<file path="src/rtl/pulse_train_sequencer.sv">
// Pulse train generator: emits `repeats` low/high pairs with programmable phase
// lengths, plus busy/done status and single-cycle edge strobes on the waveform.
module pulse_train_sequencer #(
    parameter int CNT_W = 8,
    parameter int REP_W = 8
) (
    input  logic             clk,
    input  logic             rst,
    input  logic             start,
    input  logic             abort,
    input  logic [CNT_W-1:0] low_cycles,
    input  logic [CNT_W-1:0] high_cycles,
    input  logic [REP_W-1:0] repeats,
    output logic             out,
    output logic             busy,
    output logic             done,
    output logic             rise,
    output logic             fall,
    output logic [REP_W-1:0] pulse_count,
    output logic [1:0]       state_dbg
);

    typedef enum logic [1:0] {
        S_IDLE = 2'd0,
        S_LOW  = 2'd1,
        S_HIGH = 2'd2,
        S_DONE = 2'd3
    } state_t;

    localparam logic [CNT_W-1:0] CNT_ONE = {{(CNT_W-1){1'b0}}, 1'b1};
    localparam logic [REP_W:0]   REP_ONE = {{REP_W{1'b0}}, 1'b1};

    state_t           state, state_next;
    logic [CNT_W-1:0] phase_cnt;
    logic [CNT_W-1:0] low_q, high_q;
    logic [REP_W-1:0] rep_q;
    logic             out_d;
    logic [REP_W:0]   pc_inc;
    logic             launch;

    // The counter holds remaining cycles minus one, so a zero length collapses to one cycle.
    function automatic logic [CNT_W-1:0] phase_load(input logic [CNT_W-1:0] len);
        return (len == '0) ? '0 : len - CNT_ONE;
    endfunction

    assign launch = start && !abort;
    assign pc_inc = {1'b0, pulse_count} + REP_ONE;

    always_ff @(posedge clk) begin
        if (rst) state <= S_IDLE;
        else     state <= state_next;
    end

    always_comb begin
        state_next = state;
        case (state)
            S_IDLE: if (launch) state_next = (repeats == '0) ? S_DONE : S_LOW;
            S_LOW: begin
                if (abort)                state_next = S_IDLE;
                else if (phase_cnt == '0) state_next = S_HIGH;
            end
            S_HIGH: begin
                if (abort)                state_next = S_IDLE;
                else if (phase_cnt == '0) state_next = (pc_inc < {1'b0, rep_q}) ? S_LOW : S_DONE;
            end
            S_DONE:  state_next = S_IDLE;
            default: state_next = S_IDLE;
        endcase
    end

    always_comb begin
        busy      = (state == S_LOW) || (state == S_HIGH);
        done      = (state == S_DONE);
        rise      = out && !out_d;
        fall      = !out && out_d;
        state_dbg = state;
    end

    // Waveform register follows the next state so it lines up with the state register.
    always_ff @(posedge clk) begin
        if (rst) begin
            out   <= 1'b0;
            out_d <= 1'b0;
        end else begin
            out   <= (state_next == S_HIGH);
            out_d <= out;
        end
    end

    always_ff @(posedge clk) begin
        if (rst) begin
            phase_cnt   <= '0;
            low_q       <= '0;
            high_q      <= '0;
            rep_q       <= '0;
            pulse_count <= '0;
        end else begin
            case (state)
                S_IDLE: begin
                    if (launch) begin
                        low_q       <= low_cycles;
                        high_q      <= high_cycles;
                        rep_q       <= repeats;
                        pulse_count <= '0;
                        phase_cnt   <= phase_load(low_cycles);
                    end
                end
                S_LOW: begin
                    if (!abort) begin
                        if (phase_cnt == '0) phase_cnt <= phase_load(high_q);
                        else                 phase_cnt <= phase_cnt - CNT_ONE;
                    end
                end
                S_HIGH: begin
                    if (!abort) begin
                        if (phase_cnt == '0) begin
                            pulse_count <= pc_inc[REP_W-1:0];
                            phase_cnt   <= phase_load(low_q);
                        end else begin
                            phase_cnt <= phase_cnt - CNT_ONE;
                        end
                    end
                end
                default: ;
            endcase
        end
    end

endmodule

</file>
<file path="config.mk">
export PLATFORM = sky130hd
export DESIGN_NAME = pulse_train_sequencer
export DESIGN_NICKNAME = d
export VERILOG_FILES = /design/src/rtl/pulse_train_sequencer.sv
export SDC_FILE = /design/constraint.sdc
export NUM_CORES = 1
export LEC_CHECK = 0
export BUFFER_PORTS_ARGS = -buffer_cell sky130_fd_sc_hd__buf_2
export CORE_MARGIN = 5
export CORE_UTILIZATION = 40
export DETAILED_ROUTE_END_ITERATION = 12
export GPL_TIMING_DRIVEN = 0
export PLACE_DENSITY_LB_ADDON = 0.05
export SLEW_MARGIN = 20
export SYNTH_ARGS = -nofsm -noshare
export SYNTH_HDL_FRONTEND = slang
export SYNTH_SLANG_ARGS = --single-unit
</file>
<file path="constraint.sdc">
create_clock -name clk -period 2.75 [get_ports clk]
set_input_delay 0.1375 -clock clk [delete_from_list [all_inputs] [get_ports clk]]
set_output_delay 0.1375 -clock clk [all_outputs]
set_load 0.01 [all_outputs]
</file>
* Yosys cells after proc, flatten, opt, wreduce, memory -nomap -nowiden *
Cells that the tools add are included.

word-level totals
  register bits after elaboration = 44
  input bits = 28
  output and inout bits = 15
  logic and storage cells = 61

cells by class
  add/sub/neg operators = 5
  order comparisons = 1
  equal/unequal tests = 8
  muxes and demuxes = 21
  reduce and logical (&&, ||, !) cells = 18

operators by type and width
  cell                 number
  $mux 8               11
  $logic_not 8->1      5
  $sub 8x1->8 const B  4
  $pmux 8 s3           1
  $pmux 8 s2           1
  $mux 2               7
  $add 8x1->9 const B  1
  $lt 9x8->1           1
  $ne 2x2->1 const B   4
  $pmux 2 s4           1
  $reduce_and 4->1     2
  $eq 2x2->1 const B   3
  $logic_and 1x1->1    3
  $logic_not 1->1      3
  $reduce_bool 3->1    1
  $eq 2x1->1 const B   1
  $logic_not 2->1      1
  $reduce_and 2->1     1
  $reduce_bool 2->1    1
  $logic_or 1x1->1     1

* Depth between registers and ports, before layout *
Gate-level depths: netlist of the first run.

  depth in word-level cells = 7
  mapped depth = 10
  depth with buffers taken out = 10

* Worst setup path after synthesis of the first run *
Ideal clock, no wire load.

  path kind = flip-flop to flip-flop
  from = reg pulse_count[0]
  to = reg out
  arrival = 2.174 ns
  slack = 0.450 ns
  cell stages (with the launch flop) = 11
  path through = dfxtp_1 -> ha_1 -> and3_1 -> nand3_1 -> xnor2_1 -> ha_1 -> o21a_1 -> o21ai_0 -> o221ai_1 -> o211ai_1 -> a21boi_1

between the ends
  word-level cells in the longest chain between the ends = 7

ends and longest elaborated chain
  what                    line  source
  from (decl)             19    output logic [REP_W-1:0] pulse_count,
  from (signal assigned)  117   pulse_count <= pc_inc[REP_W-1:0];
  $add 8x1->9             47    assign pc_inc = {1'b0, pulse_count} + REP_ONE;
  $lt 9x8->1              64    else if (phase_cnt == '0) state_next = (pc_inc < {1'b0, rep_q}) ? S_LOW : S_DONE;
  $mux 2 (2 in a row)     64
  $mux 2                  63    if (abort) state_next = S_IDLE;
  $pmux 2 s4              56    case (state)
  $eq 2x2->1              85    out <= (state_next == S_HIGH);
  to (signal assigned)    85
  to (decl)               14    output logic out,

Every way passes these cells.
A chain may end at the register's enable or synchronous reset.

* Final worst setup path of the first run *
  from = reg pulse_count[1]
  to = reg out

The elaborated chain is that of the path after synthesis.

==> out/summary.txt, run 1 <==
fin area: 3418 sq um
worst hold slack: 47.34 ps
critical path data required time: 2930 ps
Worst Max-Slew Pin Slew: 559.9 ps
Post-synth EDFFs: 0
commonest non-fill, non-tap cell in the layout: nand2_1
period utilisation layout: 90.97%
HP Class: in -> reg
register area share after synthesis: 29.72%
clock latency on the worst-skew pair: 300 ps
gr usage total: 17.65%
leading post-synthesis cells by cell area: dfxtp_1 30%, nand2_1 8.2%, ha_1 7.6%
most used routing layer: met2
Avg Inst Size Synth: 7.862 sq um
Post-Route Skew: 6.113 ps
Inserted Clock Buffers: 5
Syn Nets: 423
Crit path arrival time: 2680 ps
top cell type by total area after synthesis: dfxtp_1
DIE WIDTH: 96.08 um
switching portion of total power: 31.41%
synthesized area: 2964 sq um
Die Ht: 96.08 um
final setup violation count: 0
P per Cell Area: 468.3 nW/um^2
clock network fraction of total power: 31.3%
share of cells above drive strength 1: 17.14%
# diodes: 0
Fmax: 399.7 MHz
DRC Markers: 0
area taken by multi-input logic gates: 1911 sq um
CTS tree: yes
max-slew violations: 0
# port buffers: 41
CTS max path bufs: 2
Layout Nets: 471
storage element area: 882.1 sq um
clock root cell: clkbuf_8
Logic pwr share: 24.6%
post-synth top area share: 29.72%
clock slew seen by the registers of the worst setup and hold paths: 80 ps
GR Util met2: 26.22%
Post-Place Cell Area: 3293 sq um
Hold Vio Cnt, Final: 0
worst-path fanout max: 5
met1 GRT Util: 26.12%
GPL Wtd Cong: 0.8298
most frequent cells in the layout: 65 x nand2_1, 43 x dfxtp_1, 42 x buf_2, 41 x a21oi_1, 29 x inv_1
pin count of the biggest net entering global routing: 15
I/O pin cnt: 43
first-pass GRT wire length: 12630 um
most used flip-flop cell after synthesis: dfxtp_1
Filler cells: 749
Seq pwr share: 44.1%
gr ovfl total: 0
Initial Utilization: 40.87%
asr flop ratio synth: 0%
H-Tree Depth: 2
status: finished clean
Routed WL: 7626 um
Synth cell types: 61
Syn Inst Count: 377
floorplan core area: 7253 sq um
average wire per standard cell: 14.53 um
die area: 9231 sq um
startpoint types: flop
Setup CP Type: reg -> reg
vias: 2759
cell row count: 31
DP Wirelength: 6054 um
Seq cells post-synth: 44
Max-slew headroom: 62.39%
Tmin final: 2502 ps
Leakage: 0.001372 uW
P_int: 1098 uW
initial antenna violation count: 0
M3 GR Usage: 3.440%
final core occ: 47.13%
Psw: 502.7 uW
endpoint class of the critical path: flop
unrepaired setup endpoints after global routing: false
DR iter-0 viols: 161
setup TNS: 0 ps
Ys Warns: 0
CTS Hold Bufs: 0
Max-Cap Viols: 0
vias in the first global route: 2549
antenna-violating nets left: 0
synthesis-to-layout area growth: 15.32%
DR pass1 iterations: 4
vias per inst: 5.255
worst vdd ir: 225.4 uV
clock sinks: 44
## stage by stage
step | setup slack (ps) | power [uW] | std cells
final | 248.3 | 1601 | 525
after global routing | 37.51 | 1703 | 525
after CTS | 95.20 | 1626 | 525
after detailed placement | 120.0 | 1115 | 517
after global placement | 145.1 | 1113 | 517
after floorplan | 450.2 | 1006 | 377
## timing repair
item                       CTS  global route
gates resized for setup      0             4
setup endpoints to repair    0             2
buffers inserted             0             0
## Yosys cell counts (all sizes together) (7+ instances only)
library cell / count
a21oi: 42
clkbuf: 11
dfxtp: 44
ha: 18
inv: 29
nand2: 65
nor2: 20
nor3: 13
nor4: 7
o21ai: 12
or3: 8
xnor2: 11
## power groups by stage
| stage | Combinational, uW | Clock [uW] | Sequential, uW |
|---|---|---|---|
| detailed placement | 393 | 0 | 722 |
| finish | 393 | 501 | 706 |
| CTS | 396 | 524 | 707 |
| global route | 444 | 546 | 713 |
| floorplan | 293 | 0 | 713 |
| global placement | 392 | 0 | 721 |
## cell families after synthesis
logic type               count (synthesis)  synth area share (%)
multiplexers                             4                 1.393
AND/OR/NAND/NOR                        151                 26.76
AO/OA/AOI/OAI                          100                 23.56
flip-flops                              44                 29.72
buffers and inverters                   44                 6.247
adder cells (fa/ha/maj)                 18                 7.598
XOR/XNOR                                16                 4.728
## final cells by class
| class | count | share of cell area (%) |
|---|---|---|
| multi-input cells | 289 | 55.89 |
| flip-flops and latches | 44 | 25.81 |
| repair buffers | 41 | 6.003 |
| well taps | 99 | 3.624 |
| inverters | 29 | 3.184 |
| plain buffers | 15 | 2.233 |
| clock buffers | 5 | 2.013 |
| clock inverters | 3 | 1.245 |
## flip-flops by register name, summed over array words and instances (netlist names)
signal,cells
high_q,8
out_d,1
low_q,8
state_dbg,2
phase_cnt,8
out,1
pulse_count,8
rep_q,8
## final timing paths
path                   from      endpoint  slack, ps  cells after the start
min                     rst  phase_cnt[7]         50                      2
min reg2reg        rep_q[0]      rep_q[0]        460                      2
max          pulse_count[1]           out        250                      9
max reg2reg  pulse_count[1]           out        250                      9
## per-layer routing
metal / wire length [um] / up-vias
li1: - / 1439
met1: 3907 / 1268
met2: 3324 / 47
met3: 327 / 5
met4: 67 / 0
met5: 0 / -
## worst max-delay path, stage by stage, from the launching register on
cell and delay, ps:
dfxtp_1 390, ha_1 250, and3_1 270, xor2_1 240, ha_1 280, a211o_1 290
a21oi_1 140, o221ai_1 120, o211ai_1 280, a21boi_1 100
(Power assumes the default switching activity.)
==> run 2: changes to the inputs <==
--- a/config.mk
+++ b/config.mk
@@ -7,7 +7,7 @@
 export LEC_CHECK = 0
 export BUFFER_PORTS_ARGS = -buffer_cell sky130_fd_sc_hd__buf_2
 export CORE_MARGIN = 5
-export CORE_UTILIZATION = 40
+export CORE_UTILIZATION = 30
 export DETAILED_ROUTE_END_ITERATION = 12
 export GPL_TIMING_DRIVEN = 0
 export PLACE_DENSITY_LB_ADDON = 0.05
==> run 2 against run 1 <==
Count of clock-buffer cells in the layout stayed put. Critical path depth up 1. Via count is 1.3% lower. Register-to-register slack about the same. Combinational power up 2%. Critical path type unchanged. Largest power group unchanged.
==> out/summary.txt, run 2 (same netlist as run 1, synthesis figures left out) <==
antenna-violating nets left: 0 (unchanged)
# port buffers: 41 (unchanged)
worst r2r dst: out
vias per inst: 4.871 (-7.3%)
clock slew seen by the registers of the worst setup and hold paths: 90 ps (about the same)
clock root cell: clkbuf_8
# diodes: 0 (unchanged)
Worst Max-Slew Pin Slew: 633.2 ps (+73.24 ps)
HP Class: in -> reg
DIE WIDTH: 109.4 um (+14%)
gr ovfl total: 0 (unchanged)
setup bufs post-CTS: 0 (unchanged)
DR pass1 iterations: 4 (unchanged)
Placed Cells: 551 (+6.6%)
clock latency on the worst-skew pair: 300 ps (about the same)
DR iter-0 viols: 72 (-55%)
period utilisation layout: 91.35% (+0.38 points)
startpoint types: flop
vias in the first global route: 2698 (+5.8%)
final core occ: 35.62% (-12 points)
final setup violation count: 0 (unchanged)
hold path depth: 2 (unchanged)
Die Ht: 109.4 um (+14%)
Post-Route Skew: 7.081 ps (+0.9680 ps)
cell row count: 36 (+16%)
clock sinks: 44 (unchanged)
gr usage total: 14.57% (-3.1 points)
Post-Place Cell Area: 3336 sq um (+1.3%)
share of cells above drive strength 1: 16.90% (-0.23 points)
status: finished clean
max-slew violations: 0 (unchanged)
Filler cells: 1062 (+42%)
Inserted Clock Buffers: 5 (unchanged)
endpoint class of the critical path: flop
Leakage: 0.001362 uW (-0.71%)
hold path startpoint: rst
DRC Markers: 0 (unchanged)
fin area: 3450 sq um (+0.92%)
Max-Cap Viols: 0 (unchanged)
Post-Layout Cell Count: 559 (+6.5%)
worst r2r src: pulse_count[0]
P per Cell Area: 468.2 nW/um^2 (about the same)
Max-slew headroom: 57.79% (-4.6 points)
CTS tree: yes
Crit path arrival time: 2690 ps (about the same)
synthesis-to-layout area growth: 16.38%
unrepaired setup endpoints after global routing: false
vias: 2723 (-1.3%)
average wire per standard cell: 15.06 um (+3.7%)
commonest non-fill, non-tap cell in the layout: nand2_1
DP Wirelength: 6590 um (+8.8%)
Hold Vio Cnt, Final: 0 (unchanged)
H-Tree Depth: 2 (unchanged)
Layout Nets: 471 (unchanged)
most frequent cells in the layout: 65 x nand2_1, 43 x dfxtp_1, 42 x buf_2, 41 x a21oi_1, 29 x inv_1
Fmax: 398.1 MHz (-0.42%)
pin count of the biggest net entering global routing: 15 (unchanged)
Routed WL: 8418 um (+10%)
GPL Wtd Cong: 0.7782 (-6.2%)
Tmin final: 2512 ps (+10.54 ps)
I/O pin cnt: 43 (unchanged)
setup TNS: 0 ps (unchanged)
r2r worst-path depth: 10 (+1)
Initial Utilization: 30.61% (-10 points)
worst-path fanout max: 7 (+2)
first-pass GRT wire length: 13700 um (+8.5%)
Setup CP Type: reg -> reg
initial antenna violation count: 0 (unchanged)
critical path data required time: 2930 ps (about the same)
die area: 11970 sq um (+30%)
worst vdd ir: 212.3 uV (-5.8%)
CTS max path bufs: 2 (unchanged)
floorplan core area: 9684 sq um (+34%)
FF-to-FF setup slack: 240 ps (about the same)
Min-Delay Endpoint: phase_cnt[7]
-- run 2: area by class of cell --
class	count	area, sq um	area share (%)
flip-flops and latches	44	882.1	25.57
inverters	29	108.9	3.156
clock buffers	5	68.82	1.995
multi-input cells	289	1899	55.06
plain buffers	15	76.32	2.213
clock inverters	3	42.54	1.233
repair buffers	41	205.2	5.948
well taps	133	166.4	4.824
-- run 2: per-stage QoR --
stage | worst slack, ps | hold WS (ps) | power [uW]
4_1_cts | 47.63 | 38.05 | 1644
2_1_floorplan | 450.2 | 273.5 | 1006
5_1_grt | 60.83 | 44.15 | 1715
3_5_place_dp | 96.42 | 370.7 | 1123
3_3_place_gp | 72.23 | 373.3 | 1124
6_report | 237.8 | 41.65 | 1615
-- run 2: per-layer routing --
layer	up-vias	global-route usage, %	routed length (um)
met3	5	2.525	273
met2	35	22.80	3548
met1	1241	20.90	4515
li1	1442	-	-
met5	-	0	0
met4	0	3.206	80
-- run 2: worst max-delay path by stage --
stage	from	end	cells past startpoint	slack (ps)
after floorplan	pulse_count[0]	out	10	450
after detailed placement	pulse_count[0]	out	10	100
final	pulse_count[0]	out	10	240
after global routing	pulse_count[1]	out	10	60
after CTS	pulse_count[0]	out	10	50
after global placement	pulse_count[0]	out	10	70
-- run 2: critical path, stage by stage (launching register included) --
cell and delay, ps:
dfxtp_2 400, ha_1 250, and3_2 260, nand3_1 170
xnor2_1 220, ha_1 270, o21a_1 110, o21ai_1 170
o221ai_1 150, o211ai_1 290, a21boi_1 110
-- run 2: power by group --
part / switching [uW] / total (uW) / internal, uW
Clock: 239 / 509 / 269
Sequential: 39.0 / 707 / 668
Combinational: 238 / 399 / 161
Total: 517 / 1620 / 1100
-- run 2: timing repair --
action                                  CTS  global route
gates resized for setup                   0             3
hold buffers                              0             0
endpoints found under the setup margin    0             2
==> run 3: changes to the inputs <==
--- a/config.mk
+++ b/config.mk
@@ -5,6 +5,7 @@
 export SDC_FILE = /design/constraint.sdc
 export NUM_CORES = 1
 export LEC_CHECK = 0
+export ABC_AREA = 1
 export BUFFER_PORTS_ARGS = -buffer_cell sky130_fd_sc_hd__buf_2
 export CORE_MARGIN = 5
 export CORE_UTILIZATION = 30
==> run 3 against run 2 <==
Die area shrank 5.9%. Clock power decreased by 12%. Combinational power grew 39%. Clock skew shrank 5.0 ps. Largest power group unchanged.
==> out/summary.txt, run 3 <==
status: finished clean
P_int: 1087 uW (-1.0%)
xor and xnor area share after synthesis: 6.321% (+1.6 points)
critical path data required time: 2940 ps (about the same)
I/O pin cnt: 43 (unchanged)
initial antenna violation count: 0 (unchanged)
worst-path fanout max: 5 (-2)
switching portion of total power: 36.91% (+4.9 points)
CTS tree: yes
CP max-delay cell: dfxtp_1
final setup violation count: 0 (unchanged)
Post-Layout Cell Count: 557 (-0.36%)
Worst Max-Slew Pin Slew: 590.4 ps (-42.82 ps)
top cell type by total area after synthesis: dfxtp_1
average wire per standard cell: 14.32 um (-4.9%)
Seq cells post-synth: 44 (unchanged)
post-synth top area share: 31.78% (+2.1 points)
mux share of post-synthesis cell area: 0% (-1.4 points)
Post-Synth Adder-Cell Area: 8.126% (+0.53 points)
DR pass1 iterations: 6 (+2)
startpoint types: flop
post-synthesis compound-gate area fraction: 22.66% (-0.89 points)
vias in the first global route: 2649 (-1.8%)
Commonest cells post-synth: 63 x nand2_1, 61 x inv_1, 51 x a21oi_1, 44 x dfxtp_1, 37 x o21ai_0
synthesis-to-layout area growth: 15.94%
Crit path arrival time: 2480 ps (-210 ps)
Syn Inst Count: 396 (+5.0%)
Leakage: 0.001497 uW (+9.9%)
clock network fraction of total power: 25.9% (-5.6 points)
fin area: 3213 sq um (-6.9%)
Seq pwr share: 42.0% (-1.8 points)
Tmin final: 2286 ps (-226.0 ps)
HP Class: in -> reg
Max-Cap Viols: 0 (unchanged)
Filler cells: 1049 (-1.2%)
Fmax: 437.4 MHz (+9.9%)
Initial Utilization: 30.43% (-0.18 points)
cell chain of the critical path: ha_1, nand2_1, nor2_1, xor2_1, ha_1, nand2_1, inv_1, nand2_1, nand3_1, nand2_1, nand2_1, nand2_1, nand2_1, nand2_1, nand2_1, nand2_1, nand2_1, nand2_1, nor2_1
Hold Vio Cnt, Final: 0 (unchanged)
post-CTS sizing: 0 (unchanged)
synthesized area: 2771 sq um (-6.5%)
pin count of the biggest net entering global routing: 14 (-1)
DRC Markers: 0 (unchanged)
clock sinks: 44 (unchanged)
leading post-synthesis cells by cell area: dfxtp_1 32%, a21oi_1 9.2%, nand2_1 8.5%
storage element area: 880.8 sq um (-0.14%)
Post-Place Cell Area: 3120 sq um (-6.5%)
endpoint class of the critical path: flop
clock latency on the worst-skew pair: 300 ps (about the same)
most frequent cells in the layout: 63 x nand2_1, 61 x inv_1, 51 x a21oi_1, 44 x buf_2, 44 x dfxtp_1
unrepaired setup endpoints after global routing: false
DIE WIDTH: 106.1 um (-3.0%)
commonest non-fill, non-tap cell in the layout: nand2_1
max incr delay on CP: 420 ps (+20 ps)
count leader, synth: nand2_1
DP Wirelength: 6367 um (-3.4%)
Die Ht: 106.1 um (-3.0%)
Psw: 635.7 uW (+23%)
vias: 2600 (-4.5%)
H-Tree Depth: 2 (unchanged)
# port buffers: 42 (+2.4%)
most used flip-flop cell after synthesis: dfxtp_1
main combinational cell family by area after synthesis: compound AO/OA/AOI/OAI gates
setup TNS: 0 ps (unchanged)
Layout Nets: 491 (+4.2%)
gr ovfl total: 0 (unchanged)
Synth cell types: 35 (-43%)
Avg Inst Size Synth: 6.999 sq um (-11%)
max-slew violations: 0 (unchanged)
die area: 11260 sq um (-5.9%)
Post-Route Skew: 2.055 ps (-5.026 ps)
antenna-violating nets left: 0 (unchanged)
simple-gate share of the synthesized area: 20.54% (-6.2 points)
DR iter-0 viols: 74 (+2.8%)
Syn Nets: 442 (+4.5%)
# diodes: 0 (unchanged)
Ys Warns: 0 (unchanged)
Worst path top cell family by delay: simple AND/OR/NAND/NOR gates
Post-synth EDFFs: 0 (unchanged)
period utilisation layout: 83.14% (-8.2 points)
asr flop ratio synth: 0% (unchanged)
Placed Cells: 549 (-0.36%)
floorplan core area: 9109 sq um (-5.9%)
register area share after synthesis: 31.78% (+2.1 points)
GPL Wtd Cong: 0.8452 (+8.6%)
CP dominant cell by count: nand2_1
pre-CTS worst setup slack: 421.1 ps (+324.7 ps)
Max-slew headroom: 60.64% (+2.9 points)
setup bufs post-CTS: 0 (unchanged)
Buf/Inv on CP: 1 (+1)
Setup CP Type: reg -> reg
Routed WL: 7976 um (-5.3%)
CTS Hold Bufs: 0 (unchanged)
clock root cell: clkbuf_8
gr usage total: 14.88% (+0.31 points)
area taken by multi-input logic gates: 1598 sq um (-16%)
clock slew seen by the registers of the worst setup and hold paths: 90 ps (about the same)
P per Cell Area: 536.0 nW/um^2 (+14%)
worst vdd ir: 264.0 uV (+24%)
final worst slack: 463.8 ps (+226.0 ps)
first-pass GRT wire length: 13280 um (-3.1%)
worst hold slack: 117.0 ps (+75.31 ps)
Inserted Clock Buffers: 5 (unchanged)
Logic pwr share: 32.1% (+7.4 points)
vias per inst: 4.668 (-4.2%)
cell row count: 35 (-2.8%)
CTS max path bufs: 2 (unchanged)
share of cells above drive strength 1: 15.92% (-0.98 points)
-- run 3: per-layer routing --
metal / global-route usage, % / up-vias / share of wire, %
met5: 0 / - / 0
met4: 3.330 / 0 / 0.93
met3: 2.854 / 7 / 3.0
met2: 24.71 / 38 / 45
met1: 19.93 / 1156 / 51
li1: - / 1399 / -
-- run 3: cell families after synthesis --
| group | after synthesis |
|---|---|
| and+or+nand+nor | 128 |
| AOI/OAI and AO/OA | 112 |
| buffers and inverters | 74 |
| DFF | 44 |
| adders and majority gates | 18 |
| xor gates and xnor gates | 20 |
-- run 3: power groups by stage --
stage               Combinational (uW)  Clock (uW)  Sequential, uW
floorplan                          399           0             731
global placement                   561           0             739
detailed placement                 560           0             738
CTS                                563         463             724
global route                       634         489             731
finish                             553         446             723
-- run 3: layout make-up --
type,instances,share of cell area (%)
tap,111,4.322
clock inverter,2,0.3115
buffer,11,1.713
clock buffer,6,2.570
multi-input combinational,278,49.73
sequential,44,27.41
inverter,63,7.399
timing repair buffer,42,6.542
-- run 3: worst paths after layout --
check	from	to	slack [ps]	cells after the start
worst max-delay path	pulse_count[0]	out	460	19
worst min-delay path	high_cycles[4]	high_q[4]	120	3
worst max register to register	pulse_count[0]	out	460	19
worst min register to register	rep_q[0]	rep_q[0]	470	2
-- run 3: through the flow --
step	total power, uW	util [%]
floorplan	1129	-
global placement	1300	34.26
detailed placement	1298	34.26
CTS	1749	35.27
global route	1854	35.27
finish	1722	35.27
-- run 3: worst register-to-register path, stage by stage (launching register included) --
cell and delay (ps):
dfxtp_1 420, ha_1 210, nand2_1 70, nor2_1 160, xor2_1 250, ha_1 290
nand2_1 90, inv_1 40, nand2_1 60, nand3_1 70, nand2_1 60, nand2_1 50
nand2_1 50, nand2_1 40, nand2_1 50, nand2_1 40, nand2_1 50, nand2_1 50
nand2_1 80, nor2_1 50
